[src/rtl/bids22_settle.sv]
// Settlement stage behind the bids22 auction controller.
// Each rising edge of roundOver starts a three-state sequence:
//   IDLE  - capture the round result
//   DEBIT - charge the winning bidder's ledger
//   PUSH  - log one record into a first-word-fall-through FIFO
// FIFO handshake: rec_valid means rec_* holds the head record; rd_ack pops it in the
// same cycle and is ignored while rec_valid is low. There is no backpressure on the
// write side: a PUSH into a full FIFO drops the record and sets the sticky drop_err.
module bids22_settle #(
    parameter int DEPTH = 8,
    parameter int AMT_W = 16,
    parameter int BAL_W = 32,
    parameter int RND_W = 8
) (
    input  logic                     clk,
    input  logic                     reset_n,
    input  logic                     roundOver,
    input  logic                     X_win,
    input  logic                     Y_win,
    input  logic                     Z_win,
    input  logic [AMT_W-1:0]         maxBid,
    input  logic [2:0]               err,
    input  logic                     load_en,
    input  logic [1:0]               load_sel,
    input  logic [BAL_W-1:0]         load_data,
    input  logic                     rd_ack,
    input  logic                     clr_err,
    output logic [BAL_W-1:0]         X_balance,
    output logic [BAL_W-1:0]         Y_balance,
    output logic [BAL_W-1:0]         Z_balance,
    output logic                     rec_valid,
    output logic [RND_W-1:0]         rec_round,
    output logic [1:0]               rec_winner,
    output logic [AMT_W-1:0]         rec_amount,
    output logic                     rec_nsf,
    output logic                     fifo_full,
    output logic [$clog2(DEPTH):0]   fifo_count,
    output logic                     drop_err,
    output logic                     miss_err,
    output logic                     busy
);
    localparam int PTR_W = $clog2(DEPTH);
    localparam int CNT_W = PTR_W + 1;
    localparam int REC_W = RND_W + 2 + AMT_W + 1;

    typedef enum logic [1:0] {IDLE, DEBIT, PUSH} state_t;

    state_t             state;
    logic               ro_q;
    logic [1:0]         win_q;
    logic [AMT_W-1:0]   amt_q;
    logic               nsf_q;
    logic [RND_W-1:0]   round_q;
    logic [BAL_W-1:0]   bal [3];
    logic [REC_W-1:0]   mem [DEPTH];
    logic [PTR_W-1:0]   wr_ptr;
    logic [PTR_W-1:0]   rd_ptr;
    logic [CNT_W-1:0]   count;

    logic               trig;
    logic [1:0]         win_dec;
    logic [AMT_W-1:0]   amt_dec;
    logic [BAL_W-1:0]   sel_bal;
    logic               short_funds;
    logic               debit_ok;
    logic               push;
    logic               pop;
    logic               full;
    logic               push_ok;
    logic               drop;
    logic [REC_W-1:0]   head;

    assign trig = roundOver & ~ro_q;

    // Winner decode: a single win flag and no duplicate-bid error, otherwise no winner.
    always_comb begin
        win_dec = 2'd0;
        if (err != 3'b101) begin
            case ({Z_win, Y_win, X_win})
                3'b001:  win_dec = 2'd1;
                3'b010:  win_dec = 2'd2;
                3'b100:  win_dec = 2'd3;
                default: win_dec = 2'd0;
            endcase
        end
        amt_dec = (win_dec != 2'd0) ? maxBid : '0;
    end

    // Balance of the captured winner, for the funds check in DEBIT.
    always_comb begin
        case (win_q)
            2'd1:    sel_bal = bal[0];
            2'd2:    sel_bal = bal[1];
            2'd3:    sel_bal = bal[2];
            default: sel_bal = '0;
        endcase
    end

    assign short_funds = sel_bal < BAL_W'(amt_q);
    assign debit_ok    = (state == DEBIT) && (win_q != 2'd0) && !short_funds;

    // Sequencer: capture on the trigger edge, then DEBIT and PUSH for one cycle each.
    always_ff @(posedge clk or negedge reset_n) begin
        if (!reset_n) begin
            state <= IDLE;
            ro_q  <= 1'b0;
            win_q <= 2'd0;
            amt_q <= '0;
            nsf_q <= 1'b0;
        end else begin
            ro_q <= roundOver;
            case (state)
                IDLE: begin
                    if (trig) begin
                        win_q <= win_dec;
                        amt_q <= amt_dec;
                        state <= DEBIT;
                    end
                end
                DEBIT: begin
                    // nsf always reflects the balance before any same-cycle load.
                    nsf_q <= (win_q != 2'd0) && short_funds;
                    state <= PUSH;
                end
                PUSH:    state <= IDLE;
                default: state <= IDLE;
            endcase
        end
    end

    // Ledgers: a host load overrides a same-cycle debit of the same bidder.
    always_ff @(posedge clk or negedge reset_n) begin
        if (!reset_n) begin
            for (int i = 0; i < 3; i++) bal[i] <= '0;
        end else begin
            for (int i = 0; i < 3; i++) begin
                if (load_en && (load_sel == 2'(i)))
                    bal[i] <= load_data;
                else if (debit_ok && (win_q == 2'(i + 1)))
                    bal[i] <= bal[i] - BAL_W'(amt_q);
            end
        end
    end

    assign push    = (state == PUSH);
    assign pop     = rd_ack && (count != '0);
    assign full    = (count == CNT_W'(DEPTH));
    assign push_ok = push && (!full || pop);
    assign drop    = push && !push_ok;

    // Record storage; only the slots between the pointers are ever observed.
    always_ff @(posedge clk) begin
        if (push_ok) mem[wr_ptr] <= {round_q, win_q, amt_q, nsf_q};
    end

    // FIFO pointers, occupancy and the round counter.
    always_ff @(posedge clk or negedge reset_n) begin
        if (!reset_n) begin
            wr_ptr  <= '0;
            rd_ptr  <= '0;
            count   <= '0;
            round_q <= '0;
        end else begin
            if (push_ok) wr_ptr <= wr_ptr + PTR_W'(1);
            if (pop)     rd_ptr <= rd_ptr + PTR_W'(1);
            if (push_ok && !pop)      count <= count + CNT_W'(1);
            else if (!push_ok && pop) count <= count - CNT_W'(1);
            if (push) round_q <= round_q + RND_W'(1);
        end
    end

    // Sticky status bits; a new event in the same cycle beats clr_err.
    always_ff @(posedge clk or negedge reset_n) begin
        if (!reset_n) begin
            drop_err <= 1'b0;
            miss_err <= 1'b0;
        end else begin
            if (drop)         drop_err <= 1'b1;
            else if (clr_err) drop_err <= 1'b0;
            if (trig && (state != IDLE)) miss_err <= 1'b1;
            else if (clr_err)            miss_err <= 1'b0;
        end
    end

    assign head       = mem[rd_ptr];
    assign rec_valid  = (count != '0);
    assign rec_round  = rec_valid ? head[REC_W-1 -: RND_W] : '0;
    assign rec_winner = rec_valid ? head[AMT_W+2 -: 2] : 2'd0;
    assign rec_amount = rec_valid ? head[AMT_W:1] : '0;
    assign rec_nsf    = rec_valid ? head[0] : 1'b0;
    assign fifo_full  = full;
    assign fifo_count = count;
    assign X_balance  = bal[0];
    assign Y_balance  = bal[1];
    assign Z_balance  = bal[2];
    assign busy       = (state != IDLE);

endmodule

[config.mk]
export PLATFORM = sky130hd
export DESIGN_NAME = bids22_settle
export DESIGN_NICKNAME = d
export VERILOG_FILES = /design/src/rtl/bids22_settle.sv
export SDC_FILE = /design/constraint.sdc
export NUM_CORES = 1
export LEC_CHECK = 0
export CORE_MARGIN = 2
export CORE_UTILIZATION = 25
export CTS_CLUSTER_DIAMETER = 60
export DETAILED_ROUTE_END_ITERATION = 10
export GPL_TIMING_DRIVEN = 0
export HOLD_SLACK_MARGIN = 0.06
export SYNTH_ARGS = -nofsm -noshare
export SYNTH_HDL_FRONTEND = slang
export SYNTH_SLANG_ARGS = --single-unit
export TNS_END_PERCENT = 30
[constraint.sdc]
create_clock -name clk -period 5.5 [get_ports clk]
set_input_delay 1.375 -clock clk [delete_from_list [all_inputs] [get_ports clk]]
set_output_delay 1.375 -clock clk [all_outputs]
set_load 0.01 [all_outputs]
==> reports/qor.csv, run 1 <==
stage;metric;value;unit
outcome;outcome;completed;
worst_setup_path;cp_cell_sequence;clkbuf_2, clkbuf_2, mux2_2, a22o_1, ha_1, a21oi_1, o21ai_0, a221oi_1, o311ai_1, buf_2, o21ai_0, buf_2, nor3_1, xnor2_1, a21oi_1;
worst_setup_path;critical_path.reg2reg.endpoint;Z_balance[25];
worst_setup_path;worst-endpoint-required;5.93;ns
finish;area_growth;27.77;%
worst_setup_path;critical_path.max_fanout;14;
die;die-width;271.8;µm
sta;slew_at_the_pin_closest_to_its_max_slew_limit;1.382;ns
yosys;leading_cell_types_by_total_area_after_synthesis;edfxtp_1, dfrtp_1, mux4_2, ha_1, a21oi_1;
yosys;yosys_warnings;0;
yosys;synthesis.area;17930;µm²
clock_tree;number_of_buffers_created_by_cts;42;
finish;layout.area.seq;9940;µm²
global_route;globalRoute.totalOverflow;0;
drt;drt_wl_total;58030;µm
clock_tree;cts.clk_slew.worst_paths;0.07;ns
sta;rsz0062_at_grt;no;
clock_tree;tritoncts;built;
sta;clock-skew-final;0.02445;ns
finish;antenna_cells;0;
die;die_area;73890;µm²
die;placeableCoreArea;71240;µm²
sta;hold-worst-slack;0.4686;ns
worst_hold_path;worst_hold_path_endpoint;miss_err;
clock_tree;clock_tree.htree_level_count;2;
clock_tree;cts_setup_buffers;0;
clock_tree;postCtsHoldBufs;0;
sta;max_slew_violation_count;0;
sta;max_clock_freq;192.3;MHz
finish;final_util;32.16;%
worst_setup_path;cp-end-kind;flip-flop;
global_route;grt_util_all_layers;15.43;%
sta;final-hold-violation-count;0;
power_and_ir_drop;cellPowerDensity;467.5;nW/µm²
worst_setup_path;critical_path_s_largest_stage_delay;0.76;ns
sta;final.period_utilization;94.53;%
drt;initialDrtViolationCount;1140;
power_and_ir_drop;power.leakage;8.186;nW
clock_tree;cts_sinks;354;
drt;drtAntennaViolNets;0;
die;floorplan.initialDensity;25.17;%
yosys;number_of_distinct_library_cells_after_synthesis;70;
sta;setup_tns;0;ns
drt;viasPerCell;4.891;
worst_hold_path;hold_path.class;reg2reg;
sta;slew_headroom;6.396;%
job;drv.max_cap_violation_count;0;
yosys;syn_nets;1604;
drt;dr_total_vias;13270;
worst_setup_path;critical_path.slowest_cell;dfrtp_1;
yosys;synth_flop_cell;edfxtp_1;
placement;weighted_congestion_reported_at_the_end_of_routability_driven_placement;0.9114;
yosys;synth_largest_type_area_fraction;36.17;%
worst_hold_path;min_delay_path_depth;1;
yosys;synth-seq-cells;354;
yosys;syn-mean-instance-area;12.21;µm²
drt;post_drt_wl_per_cell;21.38;µm
worst_setup_path;path_class;reg2reg;
yosys;synth_top_cell_by_area;edfxtp_1;
finish;multi_input_area;7631;µm²
placement;place.detailed.hpwl;43670;µm
yosys;syn-instance-count;1469;
placement;placed_cells;2635;
power_and_ir_drop;irDropWorstVdd;277.4;µV
global_route;number_of_antenna_violations_at_the_first_check_in_global_routing;0;
die;chipHeight;271.8;µm
global_route;grt_pass1_vias;13470;
finish;fin_cells;2714;
clock_tree;clkLatencyLatePin;0.59;ns
worst_setup_path;crit_family;compound AO/OA/AOI/OAI gates;
finish;n_fill_cell;6995;
worst_setup_path;crit_arrival;5.63;ns
drt;drt_pass1_iterations;8;
worst_hold_path;hold_path.startpoint;ro_q;
global_route;wire_length_of_the_first_global_routing_pass;86570;µm
finish;finish.net_count;1865;
worst_setup_path;worst-r2r-setup-slack;0.30;ns
worst_setup_path;ff2ff_path_depth;15;
worst_setup_path;timing.rr.start;win_q[0];
worst_setup_path;timing.critical_path.from_type;flip-flop;
clock_tree;clock-root-buffer;clkbuf_16;
sta;post-route-min-period;5.199;ns
clock_tree;clock_tree.buffer_depth;3;
sta;setup_viol;0;
finish;drive_above_1_share;11.56;%
die;io_pins;194;
drt;drt_drc_violations_left;0;
placement;place.port_buffers;193;
global_route;maximum_number_of_pins_on_one_net_before_global_route_repair;76;
die;rows;98;
worst_setup_path;worst-path-buf-inv;4;
yosys;async_reset_ff_share;38.98;%
yosys;sequential_to_total_area_share_from_yosys_stat;55.42;%
yosys;count_of_flip_flops_with_a_built_in_enable_after_synthesis;216;
-- metal layers --
metal	track usage, %	routed length [µm]	vias to the layer above
met1	20.49	24910	6642
li1	-	-	6050
met3	2.618	3911	84
met4	3.774	1214	0
met5	0	0	-
met2	26.17	27990	498
-- what timing repair did --
action / in CTS / in global routing
gates resized for setup: 1 / 2
hold endpoints to repair: 0 / 0
endpoints found under the setup margin: 9 / 18
pin swaps: 0 / 0
-- layout by cell type (no fill, tap or decap), types with 11 or more instances in the layout --
master           instances
a21o_1                  18
nor4_1                  22
nor3_1                  28
mux2_2                  18
xnor2_1                 66
or3_1                   22
xor2_1                  22
nand2_1                 92
o211ai_1                11
nor2_1                 149
clkdlybuf4s50_1        192
nand3_1                 21
o21a_1                  15
nand2b_1                17
clkbuf_1                51
edfxtp_1               216
o21ai_0                 58
inv_1                   40
dfrtp_1                138
a31oi_1                 13
mux4_2                  54
a21oi_1                117
buf_6                   13
mux2i_1                 44
ha_1                    69
clkbuf_16               42
nor2b_1                 15
a22o_1                  16
-- per-stage QoR --
stage	total power, mW	setup slack (ns)	cell area [µm²]
final	10.71	0.3008	22910
after global routing	11.28	0.07744	22910
after CTS	10.78	0.1015	22910
after detailed placement	7.776	-0.1035	21410
after global placement	7.627	-3.094	21050
after floorplan	6.014	0.7792	17930
-- final cells by class --
cell class	count	share of cell area, %
Inverter	40	0.6553
Multi-Input combinational cell	1010	33.30
Clock buffer	56	5.122
Buffer	65	1.185
Sequential cell	354	43.38
Clock inverter	22	1.403
Tap cell	950	5.188
Timing Repair Buffer	217	9.764
-- kinds of logic (layout without fill, tap and decap cells) --
group	after synthesis	count (layout)	synth area share [%]
flops	354	354	55.42
mux	119	119	10.66
compound gates	303	303	10.57
buf+inv	105	400	2.337
fa+ha+maj	73	73	5.261
simple gates	427	427	11.45
xor+xnor	88	88	4.298
-- power breakdown --
part	leakage, nW	internal, mW	total, mW	switching, mW
logic	3.89	1.96	4.10	2.14
clock network	0.729	1.74	2.98	1.24
registers	3.57	3.21	3.64	0.430
-- sequential cells by signal, summed over array words and instances (netlist names) --
| name | count |
|---|---|
| win_q | 2 |
| fifo_count | 4 |
| nsf_q | 1 |
| Z_balance | 32 |
| state | 2 |
| drop_err | 1 |
| wr_ptr | 3 |
| rd_ptr | 3 |
| X_balance | 32 |
| round_q | 8 |
| Y_balance | 32 |
| mem | 216 |
| amt_q | 16 |
| ro_q | 1 |
| miss_err | 1 |
-- Yosys cell counts, types with 18 or more instances --
cell type  number
or3_1          22
mux2i_1        44
a21oi_1       117
edfxtp_1      216
mux2_2         18
o21ai_0        58
mux4_2         54
inv_1          40
nand2_1        92
nor4_1         24
nor2_1        152
xnor2_1        66
dfrtp_1       138
xor2_1         22
nand3_1        21
ha_1           69
nor3_1         32
clkbuf_1       46
a21o_1         18
-- worst max path at each step --
stage	cells after the start	endpoint	startpoint	slack (ns)
after global routing	6	rec_amount[14]	rd_ptr[0]	0.08
after global placement	1	Y_balance[6]	reset_n	-3.09
after detailed placement	15	Z_balance[25]	win_q[0]	-0.10
after CTS	15	Z_balance[25]	win_q[0]	0.10
after floorplan	3	mem[0][0]	rd_ack	0.78
final	15	Z_balance[25]	win_q[0]	0.30
No activity file was read; power rests on OpenSTA's default activity.
==> inputs of run 2 (changes only) <==
--- a/config.mk
+++ b/config.mk
@@ -11,6 +11,7 @@
 export DETAILED_ROUTE_END_ITERATION = 10
 export GPL_TIMING_DRIVEN = 0
 export HOLD_SLACK_MARGIN = 0.06
+export PLACE_DENSITY_LB_ADDON = 0.12
 export SYNTH_ARGS = -nofsm -noshare
 export SYNTH_HDL_FRONTEND = slang
 export SYNTH_SLANG_ARGS = --single-unit
==> reports/qor.csv, run 2 (synthesis gave the netlist of run 1 again) <==
stage;metric;value;unit;change
placement;place.port_buffers;193;;unchanged
sta;rsz0062_at_grt;yes;;
sta;postLayoutSetupSlackWorst;0.3301;ns;+0.02927 ns
sta;max_slew_violation_count;0;;unchanged
worst_setup_path;critical_path.max_fanout;10;;-4
drt;dr_total_vias;13040;;-1.7%
finish;n_fill_cell;7150;;+2.2%
die;placeableCoreArea;71240;µm²;unchanged
drt;post_drt_wl_per_cell;21.67;µm;+1.4%
drt;drtAntennaViolNets;0;;unchanged
drt;drt_wl_total;59170;µm;+2.0%
finish;commonest_non_fill_non_tap_cells_in_the_layout;edfxtp_1, clkdlybuf4s50_1, nor2_1;;
finish;largest-register;mem;;
sta;slew_headroom;11.21;%;+4.8 points
drt;viasPerCell;4.778;;-2.3%
die;floorplan.initialDensity;25.17;%;unchanged
global_route;wire_length_of_the_first_global_routing_pass;88460;µm;+2.2%
finish;finish.net_count;1873;;+0.43%
global_route;maximum_number_of_pins_on_one_net_before_global_route_repair;75;;-1.3%
job;drv.max_cap_violation_count;0;;unchanged
finish;final_area;23080;µm²;+0.73%
clock_tree;clock-root-buffer;clkbuf_16;;
clock_tree;cts_sinks;354;;unchanged
worst_setup_path;cp-end-kind;primary output;;
finish;drive_above_1_share;12.03;%;+0.46 points
sta;setup_viol;0;;unchanged
clock_tree;clkLatencyLatePin;0.60;ns;about the same
power_and_ir_drop;irDropWorstVdd;227.4;µV;-18%
die;die_area;73890;µm²;unchanged
finish;largest_register_ff_count;216;;unchanged
clock_tree;clock_tree.htree_level_count;2;;unchanged
sta;hold-worst-slack;0.4727;ns;+0.004053 ns
sta;clock-skew-final;0.01246;ns;-0.01199 ns
clock_tree;tritoncts;built;;
global_route;globalRoute.totalOverflow;0;;unchanged
power_and_ir_drop;total_power_consumption_of_the_routed_design;10.87;mW;+1.5%
clock_tree;cts.clk_slew.worst_paths;0.06;ns;about the same
power_and_ir_drop;cellPowerDensity;471.1;nW/µm²;+0.77%
sta;post-route-min-period;5.170;ns;-0.02927 ns
drt;drt_drc_violations_left;0;;unchanged
worst_hold_path;hold_path.class;reg2reg;;
sta;slew_at_the_pin_closest_to_its_max_slew_limit;1.298;ns;-0.08389 ns
finish;area_growth;28.70;%;
placement;weighted_congestion_reported_at_the_end_of_routability_driven_placement;0.8889;;-2.5%
drt;drt_pass1_iterations;5;;-3
power_and_ir_drop;power.leakage;8.248;nW;+0.76%
finish;layout.cells.most_common;edfxtp_1;;
placement;pre_cts_slack;-0.3277;ns;-0.2242 ns
worst_setup_path;worst-r2r-setup-slack;0.38;ns;+0.08 ns
die;rows;98;;unchanged
sta;final-hold-violation-count;0;;unchanged
global_route;number_of_antenna_violations_at_the_first_check_in_global_routing;1;;+1
die;io_pins;194;;unchanged
clock_tree;clock_tree.buffer_depth;3;;unchanged
global_route;grt_pass1_vias;13820;;+2.6%
global_route;grt_util_all_layers;15.87;%;+0.44 points
sta;max_clock_freq;193.4;MHz;+0.57%
worst_setup_path;path_class;reg2out;;
worst_setup_path;worst-endpoint-required;4.12;ns;-1.81 ns
worst_setup_path;crit_arrival;3.79;ns;-1.84 ns
drt;initialDrtViolationCount;761;;-33%
outcome;outcome;completed;;
die;chipHeight;271.8;µm;unchanged
worst_setup_path;timing.critical_path.from_type;flip-flop;;
clock_tree;number_of_buffers_created_by_cts;50;;+19%
placement;placement.cell_area;21440;µm²;+0.14%
die;die-width;271.8;µm;unchanged
sta;final.period_utilization;94.00;%;-0.53 points
placement;place.detailed.hpwl;44670;µm;+2.3%
[run 2: per-layer routing]
| layer | share of wire [%] | vias to the layer above | global-route usage (%) |
|---|---|---|---|
| met4 | 2.8 | 0 | 4.974 |
| met2 | 51 | 304 | 28.07 |
| met1 | 43 | 6541 | 19.82 |
| met3 | 3.9 | 103 | 2.477 |
| li1 | - | 6096 | - |
| met5 | 0 | - | 0 |
[run 2: path summary, 6_finish.rpt]
kind | cells after the start | startpoint | endpoint
min reg2reg | 1 | ro_q | miss_err
min in group asynchronous | 1 | reset_n | Y_balance[4]
min | 1 | ro_q | miss_err
max reg2reg | 14 | win_q[1] | Y_balance[28]
max in group asynchronous | 2 | reset_n | fifo_count[1]
max | 6 | rd_ptr[0] | rec_amount[15]
[run 2: where the power goes]
group | switching [mW] | internal [mW]
Sequential | 0.448 | 3.21
Combinational | 2.10 | 1.96
Clock | 1.28 | 1.88
[run 2: area by class of cell]
type / instances / area [µm²] / share of cell area (%)
tap: 950 / 1189 / 5.150
multi-input combinational: 1010 / 7646 / 33.13
clock buffer: 61 / 1333 / 5.773
clock inverter: 32 / 286.5 / 1.241
buffer: 65 / 279.0 / 1.209
antenna: 1 / 2.502 / 0.01084
timing repair buffer: 217 / 2255 / 9.769
sequential: 354 / 9941 / 43.07
inverter: 40 / 150.1 / 0.6505
[run 2: critical path: stages (launching register included)]
cell and delay, ns:
dfrtp_1 0.35, clkbuf_1 0.60, clkdlybuf4s15_1 0.84, mux4_2 0.61, mux2i_1 0.25, nor2_1 0.07, clkdlybuf4s50_1 0.48
[run 2: metrics by stage]
stage          setup TNS [ns]  utilization, %  instances
6_report                    0           32.40       2730
5_1_grt              -0.07130           32.39       2729
4_1_cts                     0           32.37       2729
3_5_place_dp           -6.223           30.10       2636
3_3_place_gp          -827.91           29.55       2612
2_1_floorplan               0               -       1469
[run 2: what timing repair did]
action | CTS | global route
buffers inserted | 0 | 0
hold buffers | 0 | 0
resized for setup | 2 | 4
endpoints found under the setup margin | 53 | 20
